$ cat src/rtl/ssd_score_scan.sv
// Seven-segment score display: double-dabble BCD conversion plus multiplexed anode/cathode scan.
// Optional leading-zero blanking is enabled by defining SSD_LZB_EN.
module ssd_score_scan #(
    parameter int NUM_DIGITS    = 4,
    parameter int VAL_W         = 14,
    parameter int SCAN_DIV_BITS = 18,
    parameter int BLANK_CYC     = 16
) (
    input  logic                  board_clk,
    input  logic                  Reset,
    input  logic [VAL_W-1:0]      Value,
    input  logic                  Load,
    output logic                  Busy,
    input  logic [NUM_DIGITS-1:0] Digit_En,
    input  logic [NUM_DIGITS-1:0] Dp_Mask,
    output logic                  Overflow,
    output logic [NUM_DIGITS-1:0] An,
    output logic [7:0]            Cath
);

    localparam int BD = (VAL_W + 2) / 3;
    localparam int BW = 4 * BD;
    localparam int DW = 4 * NUM_DIGITS;
    localparam int PW = (BW > DW) ? BW : DW;
    localparam int IW = (NUM_DIGITS > 1) ? $clog2(NUM_DIGITS) : 1;
    localparam int CW = $clog2(VAL_W);

    localparam logic [IW-1:0]            LAST_IDX  = IW'(NUM_DIGITS - 1);
    localparam logic [CW-1:0]            LAST_IT   = CW'(VAL_W - 1);
    localparam logic [SCAN_DIV_BITS-1:0] BLANK_END = SCAN_DIV_BITS'(BLANK_CYC);

    // state   | meaning
    // S_IDLE  | waiting for Load
    // S_CONV  | one double-dabble iteration per clock
    // S_LATCH | publish BCD digits and overflow to the display register
    typedef enum logic [1:0] {S_IDLE, S_CONV, S_LATCH} state_t;

    state_t                   state;
    logic [VAL_W-1:0]         shreg;
    logic [BW-1:0]            bcd;
    logic [BW-1:0]            bcd_adj;
    logic [PW-1:0]            bcd_pad;
    logic [CW-1:0]            iter;
    logic [DW-1:0]            disp;

    logic [SCAN_DIV_BITS-1:0] presc;
    logic [IW-1:0]            idx;
    logic [3:0]               nib;
    logic [6:0]               seg;
    logic [6:0]               seg_eff;
    logic [NUM_DIGITS-1:0]    lzb;
    logic                     lit;

    always_comb begin
        bcd_adj = bcd;
        for (int i = 0; i < BD; i++) begin
            if (bcd[4*i +: 4] >= 4'd5)
                bcd_adj[4*i +: 4] = bcd[4*i +: 4] + 4'd3;
        end
    end

    // Zero-pad so digits beyond the converter width read as 0 and overflow is just the upper slice.
    assign bcd_pad = PW'(bcd);

    always_ff @(posedge board_clk) begin
        if (Reset) begin
            state    <= S_IDLE;
            shreg    <= '0;
            bcd      <= '0;
            iter     <= '0;
            disp     <= '0;
            Overflow <= 1'b0;
            Busy     <= 1'b0;
        end else begin
            case (state)
                S_IDLE: begin
                    if (Load) begin
                        shreg <= Value;
                        bcd   <= '0;
                        iter  <= LAST_IT;
                        Busy  <= 1'b1;
                        state <= S_CONV;
                    end
                end
                S_CONV: begin
                    bcd   <= {bcd_adj[BW-2:0], shreg[VAL_W-1]};
                    shreg <= {shreg[VAL_W-2:0], 1'b0};
                    if (iter == '0)
                        state <= S_LATCH;
                    else
                        iter <= iter - 1'b1;
                end
                S_LATCH: begin
                    disp     <= bcd_pad[DW-1:0];
                    Overflow <= |(bcd_pad >> DW);
                    Busy     <= 1'b0;
                    state    <= S_IDLE;
                end
                default: begin
                    Busy  <= 1'b0;
                    state <= S_IDLE;
                end
            endcase
        end
    end

    assign nib = disp[4*idx +: 4];

    always_comb begin
        case (nib)
            4'd0:    seg = 7'b0000001;
            4'd1:    seg = 7'b1001111;
            4'd2:    seg = 7'b0010010;
            4'd3:    seg = 7'b0000110;
            4'd4:    seg = 7'b1001100;
            4'd5:    seg = 7'b0100100;
            4'd6:    seg = 7'b0100000;
            4'd7:    seg = 7'b0001111;
            4'd8:    seg = 7'b0000000;
            4'd9:    seg = 7'b0000100;
            default: seg = 7'b1111111;
        endcase
    end

`ifdef SSD_LZB_EN
    logic seen;

    // A digit is blank when it and every digit above it are zero; digit 0 always shows.
    always_comb begin
        lzb  = '0;
        seen = 1'b0;
        for (int i = NUM_DIGITS - 1; i >= 1; i--) begin
            seen   = seen | (disp[4*i +: 4] != 4'd0);
            lzb[i] = ~seen;
        end
    end
`else
    assign lzb = '0;
`endif

    always_comb begin
        if (Overflow)
            seg_eff = 7'b1111110;
        else if (lzb[idx])
            seg_eff = 7'b1111111;
        else
            seg_eff = seg;
    end

    assign lit = (presc >= BLANK_END) && Digit_En[idx];

    always_ff @(posedge board_clk) begin
        if (Reset) begin
            presc <= '0;
            idx   <= '0;
            An    <= '1;
            Cath  <= 8'hFF;
        end else begin
            presc <= presc + 1'b1;
            if (&presc)
                idx <= (idx == LAST_IDX) ? '0 : idx + 1'b1;
            An   <= lit ? ~(NUM_DIGITS'(1) << idx) : '1;
            Cath <= {seg_eff, ~Dp_Mask[idx]};
        end
    end

endmodule

$ cat config.mk
export PLATFORM = sky130hd
export DESIGN_NAME = ssd_score_scan
export DESIGN_NICKNAME = d
export VERILOG_FILES = /design/src/rtl/ssd_score_scan.sv
export SDC_FILE = /design/constraint.sdc
export NUM_CORES = 1
export LEC_CHECK = 0
export BUFFER_PORTS_ARGS = -buffer_cell sky130_fd_sc_hd__buf_2
export CORE_MARGIN = 5
export CORE_UTILIZATION = 35
export CTS_CLUSTER_SIZE = 14
export DETAILED_ROUTE_END_ITERATION = 12
export PLACE_DENSITY_LB_ADDON = 0.1
export SLEW_MARGIN = 0
export SYNTH_ARGS = -nofsm -noshare
export SYNTH_HDL_FRONTEND = slang
export SYNTH_SLANG_ARGS = --single-unit
$ cat constraint.sdc
create_clock -name board_clk -period 5.2 [get_ports board_clk]
set_clock_uncertainty 0.1 [all_clocks]
set_input_delay 0.52 -clock board_clk [delete_from_list [all_inputs] [get_ports board_clk]]
set_output_delay 0.52 -clock board_clk [all_outputs]
set_load 0.005 [all_outputs]
==> out/qor.txt <==
Outcome -> completed
Slew of the pin with the lowest slew margin -> 855 ps
Worst-case vdd ir drop -> 0.180 mV
Clock transition at path regs -> 60 ps
Area occupied by multi-input gates -> 0.00221 mm2
RSZ-0062 raised after global routing -> no
Setup slack of the most critical reg-to-reg path -> 3080 ps
Starting DRT DRC Count -> 179
Area of placed instances -> 0.00450 mm2
Cell chain of the critical path -> inv_1 > nor2_2 > buf_4 > nand3_1 > xor2_1 > a21oi_1
Data arrival at the endpoint of the critical path -> 2200 ps
Standard-cell row count -> 40
Final critical-path share of the clock period -> 0.407
Wire length of the first global-routing pass -> 15900 um
Path type of the worst min-delay path -> in2reg
Die outline height -> 120 um
Crit path largest cell delay -> 530 ps
Kind of critical path -> reg2reg
Cells after Synth -> 495
Power density over cell area -> 318 mW/mm2
Endpoint kind of the worst setup timing path -> register
Critical path peak fanout -> 20
Slew Limit Fails -> 0
Ports -> 39
Number of buffers added to fix hold violations after cts -> 0
H-tree level count -> 3
Number of buffers and inverters on the critical path -> 2
Core Area -> 0.0119 mm2
Cell type with the largest total area after synthesis -> sky130_fd_sc_hd__dfxtp_1
Die ar. -> 0.0143 mm2
Proportion of synthesized flip-flops having asynchronous set or reset -> 0
Post-route design area -> 0.00480 mm2
Chip width -> 120 um
Number of fillers in the final layout -> 1261
Net Count, Synth -> 544
# DRC -> 0
Count of nets after finishing -> 571
Detailed-route wire length per cell -> 13.4 um
Relative area change from synthesis to final layout -> 13.9%
Proportion of netlist area held by the largest area contributor -> 0.427
Sequential Area -> 0.00180 mm2
Cell chosen for the clock root -> sky130_fd_sc_hd__clkbuf_16
Yosys cell types -> 44
Critical Path Source Type -> register
Via count of the first global-routing pass -> 3379
MaxCap Viol Count -> 0
TritonCTS clock tree -> done
Setup bufs post-CTS -> 0
Count of nets left with antenna violations after detail routing -> 0
Routed WL -> 9010 um
GP Congestion -> 0.795
Initial standard-cell utilization of the core -> 0.354
Total number of vias -> 3397
Diode count -> 0
Main flop type after synthesis -> sky130_fd_sc_hd__dfxtp_1
Number of endpoints with negative hold slack in the final report -> 0
Clock latency reported for the late side of the worst-skew pair -> 340 ps
Post-layout minimum cycle time -> 2120 ps
Setup violation total in the final timing report -> 0
Static power due to leakage -> 1.83 nW
Ratio of routed vias to standard cells -> 5.04
Clock Sinks -> 90
Fraction of final layout cells with drive strength greater than 1 -> 0.135
Slew HR -> 0.430
Max Clock Freq -> 472 MHz
Post-synthesis cell area -> 0.00422 mm2
Final global-route overflow total -> 0
Drt first pass iters -> 4
Largest net degree at the start of global routing -> 82
Leading cell types by total area after synthesis -> sky130_fd_sc_hd__dfxtp_1 (43%), sky130_fd_sc_hd__nand2_1 (7.6%), sky130_fd_sc_hd__ha_1 (7.1%), sky130_fd_sc_hd__a21oi_1 (5.2%), sky130_fd_sc_hd__nor2_1 (4.3%)
Number of storage elements in the synthesis netlist -> 90
Post-synthesis sequential area ratio -> 0.427
Yosys warning count -> 0
Clock buffers created by TritonCTS -> 9
Data required time of the worst path -> 5290 ps
Hpwl dp -> 6090 um
Antenna violations before repair -> 0
Post-Syn Area per Cell -> 8.52 um2
Count of flip-flops with a built-in enable after synthesis -> 0
Cells resized by post-CTS repair -> 0
All-Layer GR Usage -> 0.137
Critical Path Slowest Stage Cell -> sky130_fd_sc_hd__nor2_2
Family of cells with the greatest summed delay on the critical path -> simple AND/OR/NAND/NOR gates
Post-route setup TNS -> 0 ps
Maximum clock insertion buffer count -> 2
Number of port buffers -> 38
[cells in the mapped netlist, types with 6 or more instances]
master	n
sky130_fd_sc_hd__nor2_1	48
sky130_fd_sc_hd__a21oi_1	44
sky130_fd_sc_hd__dfxtp_1	90
sky130_fd_sc_hd__and3_1	7
sky130_fd_sc_hd__xor2_1	8
sky130_fd_sc_hd__nand2b_1	8
sky130_fd_sc_hd__clkbuf_1	15
sky130_fd_sc_hd__nand3_1	11
sky130_fd_sc_hd__a22oi_1	7
sky130_fd_sc_hd__ha_1	24
sky130_fd_sc_hd__o21ai_0	20
sky130_fd_sc_hd__xnor2_1	14
sky130_fd_sc_hd__nand2_1	85
sky130_fd_sc_hd__mux2i_1	6
sky130_fd_sc_hd__buf_2	6
sky130_fd_sc_hd__nor3_1	13
sky130_fd_sc_hd__a311oi_1	13
sky130_fd_sc_hd__inv_1	21
[worst register-to-register path, stage by stage, from the launching register on]
cell	delay [ps]
sky130_fd_sc_hd__dfxtp_1	450
sky130_fd_sc_hd__inv_1	160
sky130_fd_sc_hd__nor2_2	530
sky130_fd_sc_hd__buf_4	370
sky130_fd_sc_hd__nand3_1	130
sky130_fd_sc_hd__xor2_1	150
sky130_fd_sc_hd__a21oi_1	80
[report_power, final]
part           switching (mW)  leakage [nW]  internal [mW]
clock                   0.262         0.145          0.398
combinational          0.0841         0.950         0.0489
sequential             0.0188         0.733          0.717
[registers in the layout, summed over array words and instances (netlist names)]
signal,count
bcd,20
idx,2
state,2
Cath,8
iter,4
presc,18
Busy,1
shreg,14
Overflow,1
disp,16
An,4
[final cells by class]
| class | count | area share |
|---|---|---|
| clock buffer | 12 | 0.0534 |
| clock inverter | 4 | 0.0104 |
| inverter | 21 | 0.0164 |
| multi-input combinational | 358 | 0.460 |
| sequential | 90 | 0.375 |
| tap | 147 | 0.0383 |
| timing repair buffer | 42 | 0.0459 |
[layout by cell type (no fill, tap or decap), types with 2 or more instances in the layout]
master / count
sky130_fd_sc_hd__nor2_1: 48
sky130_fd_sc_hd__a32oi_1: 4
sky130_fd_sc_hd__nand2_1: 85
sky130_fd_sc_hd__nor2b_1: 4
sky130_fd_sc_hd__xnor2_1: 14
sky130_fd_sc_hd__ha_1: 24
sky130_fd_sc_hd__mux4_2: 5
sky130_fd_sc_hd__nand3_1: 11
sky130_fd_sc_hd__a211oi_1: 2
sky130_fd_sc_hd__and2_4: 2
sky130_fd_sc_hd__clkbuf_16: 9
sky130_fd_sc_hd__nand2b_1: 8
sky130_fd_sc_hd__buf_2: 38
sky130_fd_sc_hd__clkinvlp_4: 2
sky130_fd_sc_hd__a21o_1: 4
sky130_fd_sc_hd__nor4_1: 3
sky130_fd_sc_hd__nand4_1: 3
sky130_fd_sc_hd__o31ai_1: 2
sky130_fd_sc_hd__mux2i_1: 6
sky130_fd_sc_hd__o21ai_0: 20
sky130_fd_sc_hd__a21oi_1: 44
sky130_fd_sc_hd__and3_1: 7
sky130_fd_sc_hd__buf_4: 4
sky130_fd_sc_hd__inv_1: 21
sky130_fd_sc_hd__a311oi_1: 13
sky130_fd_sc_hd__or3_1: 5
sky130_fd_sc_hd__xor2_1: 8
sky130_fd_sc_hd__dfxtp_1: 90
sky130_fd_sc_hd__clkbuf_8: 2
sky130_fd_sc_hd__nor3_1: 13
sky130_fd_sc_hd__a22oi_1: 7
sky130_fd_sc_hd__o211ai_1: 4
[cells by family (layout without fill, tap and decap cells)]
logic type	after synthesis	in the layout	synth area share
AND/OR/NAND/NOR	198	198	0.215
flip-flops	90	90	0.427
XOR/XNOR	22	22	0.0457
AO/OA/AOI/OAI	102	102	0.149
adder cells (fa/ha/maj)	24	24	0.0712
buffers and inverters	47	79	0.0481
multiplexers	12	12	0.0436
[per-layer routing]
metal	track usage	vias up	part of all wire
met3	0.0495	12	0.047
li1	-	1748	-
met1	0.176	1581	0.49
met2	0.210	56	0.44
met5	0	-	0
met4	0.0523	0	0.020
[per-stage QoR]
step / cells / total power [mW] / setup WS [ps] / util / hold WS, ps
6_report: 674 / 1.53 / 3080 / 0.403 / 336
5_1_grt: 674 / 1.61 / 2870 / 0.403 / 325
2_1_floorplan: 495 / 0.844 / 3380 / - / 326
4_1_cts: 674 / 1.56 / 3100 / 0.403 / 323
3_5_place_dp: 658 / 0.887 / 3100 / 0.377 / 346
3_3_place_gp: 658 / 0.885 / 3150 / 0.377 / 337
[worst paths after layout]
check,from,to,cells past startpoint
setup / recovery,state[0],iter[3],6
hold / removal,Value[7],shreg[7],3
setup reg to reg,state[0],iter[3],6
hold reg to reg,presc[0],presc[0],1
Power figures use the tool's default switching activity.
